===== config.mk =====
export PLATFORM = sky130hd
export DESIGN_NAME = hex_ascii_loader
export DESIGN_NICKNAME = d
export VERILOG_FILES = /design/src/rtl/hex_ascii_loader.sv
export SDC_FILE = /design/constraint.sdc
export NUM_CORES = 1
export LEC_CHECK = 0
export ABC_CLOCK_PERIOD_IN_PS = 3900
export CAP_MARGIN = 15
export CORE_MARGIN = 5
export CORE_UTILIZATION = 40
export DETAILED_ROUTE_END_ITERATION = 8
export PLACE_DENSITY = 0.74
export RECOVER_POWER = 50
export SLEW_MARGIN = 20
export SYNTH_ARGS = -nofsm -noshare
export SYNTH_HDL_FRONTEND = slang
export SYNTH_SLANG_ARGS = --single-unit

===== constraint.sdc =====
create_clock -name CLK -period 3.9 [get_ports CLK]
set_input_delay 0.78 -clock CLK [delete_from_list [all_inputs] [get_ports CLK]]
set_output_delay 0.78 -clock CLK [all_outputs]
set_load 0.02 [all_outputs]

===== src/rtl/hex_ascii_loader.sv =====
// HEX2BIN front end: decodes an ASCII hex character stream into nibbles and
// drives a shift-register chain of 4-bit enable/clear registers.
module hex_ascii_loader #(
  parameter int DIGITS = 4,
  parameter int CW     = 4
) (
  input  logic          CLK,
  input  logic          CLR_N,
  input  logic [7:0]    CHAR,
  input  logic          CHAR_VLD,
  output logic          CHAR_RDY,
  output logic [3:0]    NIB,
  output logic          SHIFT,
  output logic          REG_CLR,
  output logic [CW-1:0] CNT,
  output logic          DONE,
  output logic          ERR
);

  localparam logic [1:0] ST_IDLE  = 2'd0;
  localparam logic [1:0] ST_CLEAR = 2'd1;
  localparam logic [1:0] ST_LOAD  = 2'd2;
  localparam logic [1:0] ST_ERROR = 2'd3;

  localparam logic [2:0] CLS_DIGIT   = 3'd0;
  localparam logic [2:0] CLS_CR      = 3'd1;
  localparam logic [2:0] CLS_ESC     = 3'd2;
  localparam logic [2:0] CLS_BLANK   = 3'd3;
  localparam logic [2:0] CLS_INVALID = 3'd4;

  logic [1:0]    state_q, state_d;
  logic [CW-1:0] cnt_q, cnt_d;
  logic [3:0]    nib_q, nib_d;
  logic          shift_q, shift_d;
  logic          reg_clr_q, reg_clr_d;
  logic          done_q, done_d;
  logic          err_q, err_d;
  logic          rdy_q, rdy_d;

  logic [2:0]    char_class;
  logic [3:0]    char_val;
  logic          accept;

  always_comb begin
    char_class = CLS_INVALID;
    char_val   = 4'd0;
    if (CHAR >= 8'h30 && CHAR <= 8'h39) begin
      char_class = CLS_DIGIT;
      char_val   = CHAR[3:0];
    end else if ((CHAR >= 8'h41 && CHAR <= 8'h46) || (CHAR >= 8'h61 && CHAR <= 8'h66)) begin
      char_class = CLS_DIGIT;
      char_val   = CHAR[3:0] + 4'd9;
    end else if (CHAR == 8'h0D) begin
      char_class = CLS_CR;
    end else if (CHAR == 8'h1B) begin
      char_class = CLS_ESC;
    end else if (CHAR == 8'h20 || CHAR == 8'h0A) begin
      char_class = CLS_BLANK;
    end
  end

  assign accept = CHAR_VLD && rdy_q;

  // The first digit is parked in nib_q during CLEAR so the chain is zeroed
  // before that digit is shifted in; CLR would otherwise swallow it.
  always_comb begin
    state_d   = state_q;
    cnt_d     = cnt_q;
    nib_d     = nib_q;
    err_d     = err_q;
    shift_d   = 1'b0;
    reg_clr_d = 1'b0;
    done_d    = 1'b0;
    case (state_q)
      ST_IDLE: begin
        if (accept) begin
          case (char_class)
            CLS_DIGIT: begin
              nib_d     = char_val;
              cnt_d     = '0;
              reg_clr_d = 1'b1;
              state_d   = ST_CLEAR;
            end
            CLS_ESC: begin
              cnt_d     = '0;
              reg_clr_d = 1'b1;
            end
            CLS_INVALID: begin
              err_d   = 1'b1;
              state_d = ST_ERROR;
            end
            default: ;
          endcase
        end
      end
      ST_CLEAR: begin
        shift_d = 1'b1;
        cnt_d   = CW'(1);
        state_d = ST_LOAD;
      end
      ST_LOAD: begin
        if (accept) begin
          case (char_class)
            CLS_DIGIT: begin
              if (cnt_q < CW'(DIGITS)) begin
                nib_d   = char_val;
                shift_d = 1'b1;
                cnt_d   = cnt_q + CW'(1);
              end else begin
                err_d   = 1'b1;
                state_d = ST_ERROR;
              end
            end
            CLS_CR: begin
              done_d  = 1'b1;
              state_d = ST_IDLE;
            end
            CLS_ESC: begin
              cnt_d     = '0;
              reg_clr_d = 1'b1;
              state_d   = ST_IDLE;
            end
            CLS_INVALID: begin
              err_d   = 1'b1;
              state_d = ST_ERROR;
            end
            default: ;
          endcase
        end
      end
      default: begin
        if (accept && (char_class == CLS_CR || char_class == CLS_ESC)) begin
          err_d     = 1'b0;
          cnt_d     = '0;
          reg_clr_d = 1'b1;
          state_d   = ST_IDLE;
        end
      end
    endcase
    rdy_d = (state_d != ST_CLEAR);
  end

  // Reset leaves REG_CLR high so the chain is zero once reset is released.
  always_ff @(posedge CLK) begin
    if (!CLR_N) begin
      state_q   <= ST_IDLE;
      cnt_q     <= '0;
      nib_q     <= 4'd0;
      shift_q   <= 1'b0;
      reg_clr_q <= 1'b1;
      done_q    <= 1'b0;
      err_q     <= 1'b0;
      rdy_q     <= 1'b0;
    end else begin
      state_q   <= state_d;
      cnt_q     <= cnt_d;
      nib_q     <= nib_d;
      shift_q   <= shift_d;
      reg_clr_q <= reg_clr_d;
      done_q    <= done_d;
      err_q     <= err_d;
      rdy_q     <= rdy_d;
    end
  end

  assign CHAR_RDY = rdy_q;
  assign NIB      = nib_q;
  assign SHIFT    = shift_q;
  assign REG_CLR  = reg_clr_q;
  assign CNT      = cnt_q;
  assign DONE     = done_q;
  assign ERR      = err_q;

endmodule

==> results of run 1 <==
[path summary, 6_finish.rpt]
check / startpoint / end / slack [ns] / cells after the start
max: CHAR[3] / NIB[3]$_SDFFE_PN0P_ / 0.86 / 7
min: ERR$_SDFFE_PN0P_ / ERR$_SDFFE_PN0P_ / 0.46 / 2
max reg2reg: state_q[0]$_SDFF_PN0_ / CNT[2]$_SDFFE_PN0P_ / 1.85 / 7
min reg2reg: ERR$_SDFFE_PN0P_ / ERR$_SDFFE_PN0P_ / 0.46 / 2
[where the power goes]
group	internal, mW	switching, mW	leakage [nW]
combinational	0.0995	0.148	0.397
clock	0.0382	0.0563	0.0177
sequential	0.173	0.0156	0.122
total	0.311	0.220	0.537
[worst max-delay path: cells and delay by family]
family                 cells  cell delay [ns]
AO/OA/AOI/OAI              1             0.38
buffers and inverters      1             0.63
multiplexers               1             0.23
AND/OR/NAND/NOR            4             1.22
[kinds of logic after synthesis]
kind of cell	after synthesis
mux	4
compound gates	34
buf+inv	11
flops	15
simple gates	49
xor+xnor	2
fa+ha+maj	9
[per-layer routing]
layer,vias up,share of wire (%)
met5,-,0
met4,0,2.0
met3,6,4.8
met2,32,49
met1,471,44
li1,505,-
[cell type report]
cell class / instances / area share (%)
multi-input cells: 98 / 53.1
flip-flops and latches: 15 / 22.2
repair buffers: 24 / 17.6
well taps: 30 / 2.78
inverters: 8 / 2.22
clock buffers: 3 / 1.67
clock inverters: 1 / 0.370
[cell usage after synthesis (2+ instances only)]
master / instances / area (um2)
mux2i_1: 4 / 40.0
ha_1: 9 / 113
nand2_1: 9 / 33.8
o21ai_0: 5 / 25.0
a211oi_1: 3 / 22.5
nor4_1: 2 / 12.5
or2_2: 3 / 18.8
xnor2_1: 2 / 17.5
dfxtp_1: 15 / 300
a211o_1: 2 / 17.5
nand3_1: 4 / 20.0
and2_1: 2 / 12.5
o211ai_1: 2 / 15.0
a21oi_1: 6 / 30.0
o21ai_1: 3 / 15.0
o41ai_1: 2 / 17.5
nand3b_1: 2 / 15.0
nor2_1: 10 / 37.5
buf_6: 2 / 22.5
o221a_1: 2 / 22.5
inv_1: 8 / 30.0
nor3_1: 3 / 15.0
[state kept, by name (all words and copies together), names as in the netlist]
name and flops:
CNT 4, NIB 4, state_q 2, CHAR_RDY 1
DONE 1, ERR 1, REG_CLR 1, SHIFT 1
==> results.tsv, run 1 <==
metric	value	unit
DP Cell Count	175	
Simple-Gate Fraction of Synth Area	27.2	%
pin count of the biggest net entering global routing	10	
commonest non-fill, non-tap cell in the layout	dfxtp_1	
Final nets	170	
fin crit period	3.04	ns
Least-Margin Pin Slew	0.420	ns
final worst setup slack	0.855	ns
num rows	18	
drt wl/cell	13.8	um
core area	2520	um2
DIE AREA	3830	um2
endpoints failing setup	0	
top_reg_cell synth	dfxtp_1	
Post-Syn Nets	144	
flop and latch count out of synthesis	15	
pwr dens	393	nW/um2
fin area	1350	um2
Final Hold Vio Count	0	
crit path max fanout	6	
Die W	61.9	um
CP required	4.09	ns
Seq/Total Area, Yosys	27.9	%
RSZ-0062 raised after global routing	false	
# IOs	24	
Die Ht	61.9	um
worst hold slack	0.461	ns
vias	1014	
Avg Cell Area, Syn	8.68	um2
vias per cell	5.66	
Critical-path top delay cell	dlygate4sd3_1	
Post-Synth Adder-Cell Area	10.5	%
Netlist cell types	46	
startpoint types	input port	
P_leak	0.537	nW
Mapped Area	1080	um2
setup bufs post-CTS	0	
CTS resizes	0	
All-Layer GR Usage	14.4	%
dpl cell area	1320	um2
H-Tree Depth	1	
Routed Antenna Nets	0	
WL final	2.48	mm
post-synthesis compound-gate area fraction	23.7	%
outcome	finished, final reports clean	
DRT iter0 DRCs	23	
layout cells sized above 1	10.7	%
multi-input logic area	718	um2
Hold/Removal Path Class	reg -> reg	
CTS Buf Count	3	
Async S/R FF share, synth	0	%
Worst VDD drop	269	uV
EDFF count, synth	0	
main combinational cell family by area after synthesis	simple AND/OR/NAND/NOR gates	
first-pass GRT wire length	4.14	mm
# fillers	251	
post-place setup slack	0.646	ns
mux cell area share after synthesis	3.72	%
clock buffer depth	2	
cells after synthesis	124	
most frequent cells in the layout	dfxtp_1 (15), dlygate4sd3_1 (14), nor2_1 (10)	
worst path cell trace	dlygate4sd3_1 > or4b_4 > a311oi_2 > nor2_2 > nor4_4 > mux2i_1 > nor2_1	
GR Overflow Total	0	
Data arrival, critical path	3.23	ns
M3 GR Usage	2.27	%
Tot Pwr	531	uW
DR pass1 iterations	4	
worst clock skew	0.0109	ns
Port Buffers	23	
CP endpoint kind	flip-flop	
Post-route DRC	0	
initial antenna violation count	0	
clk slew on worst S/H paths	0.10	ns
met1 Use GR	17.2	%
final cell count without fillers	179	
CTS tree	built	
Slew Viols, Final	0	
Fin Setup TNS	0	ns
f_max	328	MHz
diode count	0	
clk root buf	clkbuf_4	
Layout area overhead	25.6	%
Synth Area in XOR/XNOR	1.63	%
Synth warnings	0	
Initial Util	42.7	%
Slew HR	71.6	%
Reg area	300	um2
DP HPWL	1.95	mm
number of global-route vias before repair	983	
gpl congestion	0.884	
GRT Max-Usage Layer	met2	
clk_lat worst skew	0.30	ns
met2 usage	23.9	%
maxcap violations	0	
CP max stage delay	0.63	ns
Setup Crit Path Kind	in -> reg	
hold_buf cts	0	
fin crit share	78.1	%
Num Clock Sinks	15	
Core Util, Final	53.6	%
(Power assumes the default switching activity.)
==> inputs of run 2 (changes only) <==
--- a/config.mk
+++ b/config.mk
@@ -5,12 +5,12 @@
 export SDC_FILE = /design/constraint.sdc
 export NUM_CORES = 1
 export LEC_CHECK = 0
-export ABC_CLOCK_PERIOD_IN_PS = 3900
+export ABC_CLOCK_PERIOD_IN_PS = 2800
 export CAP_MARGIN = 15
 export CORE_MARGIN = 5
 export CORE_UTILIZATION = 40
 export DETAILED_ROUTE_END_ITERATION = 8
-export PLACE_DENSITY = 0.74
+export PLACE_DENSITY = 0.76
 export RECOVER_POWER = 50
 export SLEW_MARGIN = 20
 export SYNTH_ARGS = -nofsm -noshare
==> constraint.sdc (replaced) <==
create_clock -name CLK -period 2.8 [get_ports CLK]
set_input_delay 0.56 -clock CLK [delete_from_list [all_inputs] [get_ports CLK]]
set_output_delay 0.56 -clock CLK [all_outputs]
set_load 0.02 [all_outputs]
==> run 2 against run 1 <==
Against the previous run: non-clock buffer count is 14 higher; clock skew fell by 0.0084 ns; via count is 8.3% higher; sequential cell count stayed put.
==> results.tsv, run 2 (synthesis gave the netlist of run 1 again) <==
metric	value	unit
outcome	finished, final reports clean	
most frequent cells in the layout	dfxtp_1 (15), buf_4 (15), dlygate4sd3_1 (13)	
fin crit share	93.3	%
Layout area overhead	35.3	%
DIE AREA	3830	um2
WL final	2.79	mm
Setup Crit Path Kind	in -> reg	
Die W	61.9	um
pwr dens	525	nW/um2
gpl congestion	0.905	
num rows	18	
setup bufs post-CTS	0	
Hold/Removal Path Class	reg -> reg	
Tot Pwr	764	uW
Reg-to-Reg End	CNT[3]$_SDFFE_PN0P_	
worst reg2reg startpoint	state_q[0]$_SDFF_PN0_	
crit path max fanout	8	
worst reg-to-reg setup slack	0.62	ns
endpoints failing setup	0	
clk slew on worst S/H paths	0.10	ns
# IOs	24	
Initial Util	42.7	%
Slew HR	70.8	%
Worst Hold End	ERR$_SDFFE_PN0P_	
Routed Antenna Nets	0	
Num Clock Sinks	15	
layout cells sized above 1	18.4	%
RSZ-0062 raised after global routing	false	
P_leak	0.602	nW
clk_lat worst skew	0.29	ns
vias per cell	5.69	
pin count of the biggest net entering global routing	10	
Slew Viols, Final	0	
CP endpoint kind	flip-flop	
CTS tree	built	
worst clock skew	0.00248	ns
vias	1098	
number of global-route vias before repair	1069	
All-Layer GR Usage	16.2	%
DRT iter0 DRCs	30	
GR Overflow Total	0	
CTS resizes	0	
drt wl/cell	14.4	um
source of the worst hold timing path	ERR$_SDFFE_PN0P_	
H-Tree Depth	1	
core area	2520	um2
maxcap violations	0	
final worst setup slack	0.188	ns
startpoint types	input port	
hold_buf cts	0	
Post-route DRC	0	
fin crit period	2.61	ns
post-place setup slack	-0.119	ns
Least-Margin Pin Slew	0.432	ns
clk root buf	clkbuf_4	
DP HPWL	2.33	mm
clock buffer depth	2	
f_max	383	MHz
CP required	2.99	ns
# fillers	245	
Die Ht	61.9	um
Final Hold Vio Count	0	
diode count	0	
Worst VDD drop	399	uV
Port Buffers	23	
Data arrival, critical path	2.80	ns
R2R depth	7	
CTS Buf Count	3	
first-pass GRT wire length	4.57	mm
WHS Path Cells	2	
DR pass1 iterations	4	
initial antenna violation count	0	
Final nets	184	
run 2: stage by stage:
stage          hold slack, ns  cell area [um2]  setup TNS [ns]  utilization [%]  instances
2_1_floorplan           0.542             1080               0                -        124
3_3_place_gp            0.455             1430          -0.197             56.6        189
5_1_grt                 0.499             1460               0             57.7        193
3_5_place_dp            0.468             1430          -0.651             56.6        189
4_1_cts                 0.481             1460               0             57.7        193
6_report                0.477             1460               0             57.7        193
run 2: area by class of cell:
type / count / area [um2] / area share, %
Tap cell: 30 / 37.5 / 2.58
Inverter: 8 / 30.0 / 2.06
Clock inverter: 1 / 5.00 / 0.344
Sequential cell: 15 / 300 / 20.6
Timing Repair Buffer: 38 / 343 / 23.5
Multi-Input combinational cell: 98 / 718 / 49.3
Clock buffer: 3 / 22.5 / 1.55
run 2: metal layers:
layer | wire length, um | track usage (%) | part of all wire [%] | up-vias
met5 | 0 | 0 | 0 | -
met4 | 59 | 9.70 | 2.1 | 0
li1 | - | - | - | 536
met3 | 132 | 3.10 | 4.7 | 6
met1 | 1110 | 16.0 | 40 | 518
met2 | 1490 | 30.8 | 53 | 38
run 2: worst max-delay path by stage:
| stage | from | endpoint | slack [ns] | depth (start not counted) |
|---|---|---|---|---|
| floorplan | CHAR[3] | NIB[0]$_SDFFE_PN0P_ | 0.45 | 6 |
| global placement | CHAR[3] | CNT[2]$_SDFFE_PN0P_ | -0.05 | 7 |
| detailed placement | CHAR[3] | NIB[1]$_SDFFE_PN0P_ | -0.12 | 7 |
| CTS | CHAR[3] | NIB[1]$_SDFFE_PN0P_ | 0.18 | 7 |
| global route | CHAR[3] | NIB[1]$_SDFFE_PN0P_ | 0.06 | 7 |
| finish | CHAR[3] | CNT[3]$_SDFFE_PN0P_ | 0.19 | 8 |
run 2: where the power goes:
part | internal [mW] | switching (mW) | total (mW) | leakage [nW]
logic | 0.149 | 0.222 | 0.371 | 0.462
clock network | 0.0530 | 0.0763 | 0.129 | 0.0177
registers | 0.241 | 0.0232 | 0.264 | 0.122
total | 0.443 | 0.322 | 0.764 | 0.602
run 2: worst max-delay path: stages:
cell and delay (ns):
clkdlybuf4s50_1 0.51, buf_4 0.12, or4b_1 0.49, buf_4 0.17, o21ai_0 0.18, o32ai_1 0.12, a211o_1 0.37, o221a_1 0.29
==> inputs of run 3 (changes only) <==
--- a/config.mk
+++ b/config.mk
@@ -12,7 +12,7 @@
 export DETAILED_ROUTE_END_ITERATION = 8
 export PLACE_DENSITY = 0.76
 export RECOVER_POWER = 50
-export SLEW_MARGIN = 20
+export SLEW_MARGIN = 5
 export SYNTH_ARGS = -nofsm -noshare
 export SYNTH_HDL_FRONTEND = slang
 export SYNTH_SLANG_ARGS = --single-unit
==> results of run 3 <==
Final layout, timing and power as in run 2 (identical DEF).
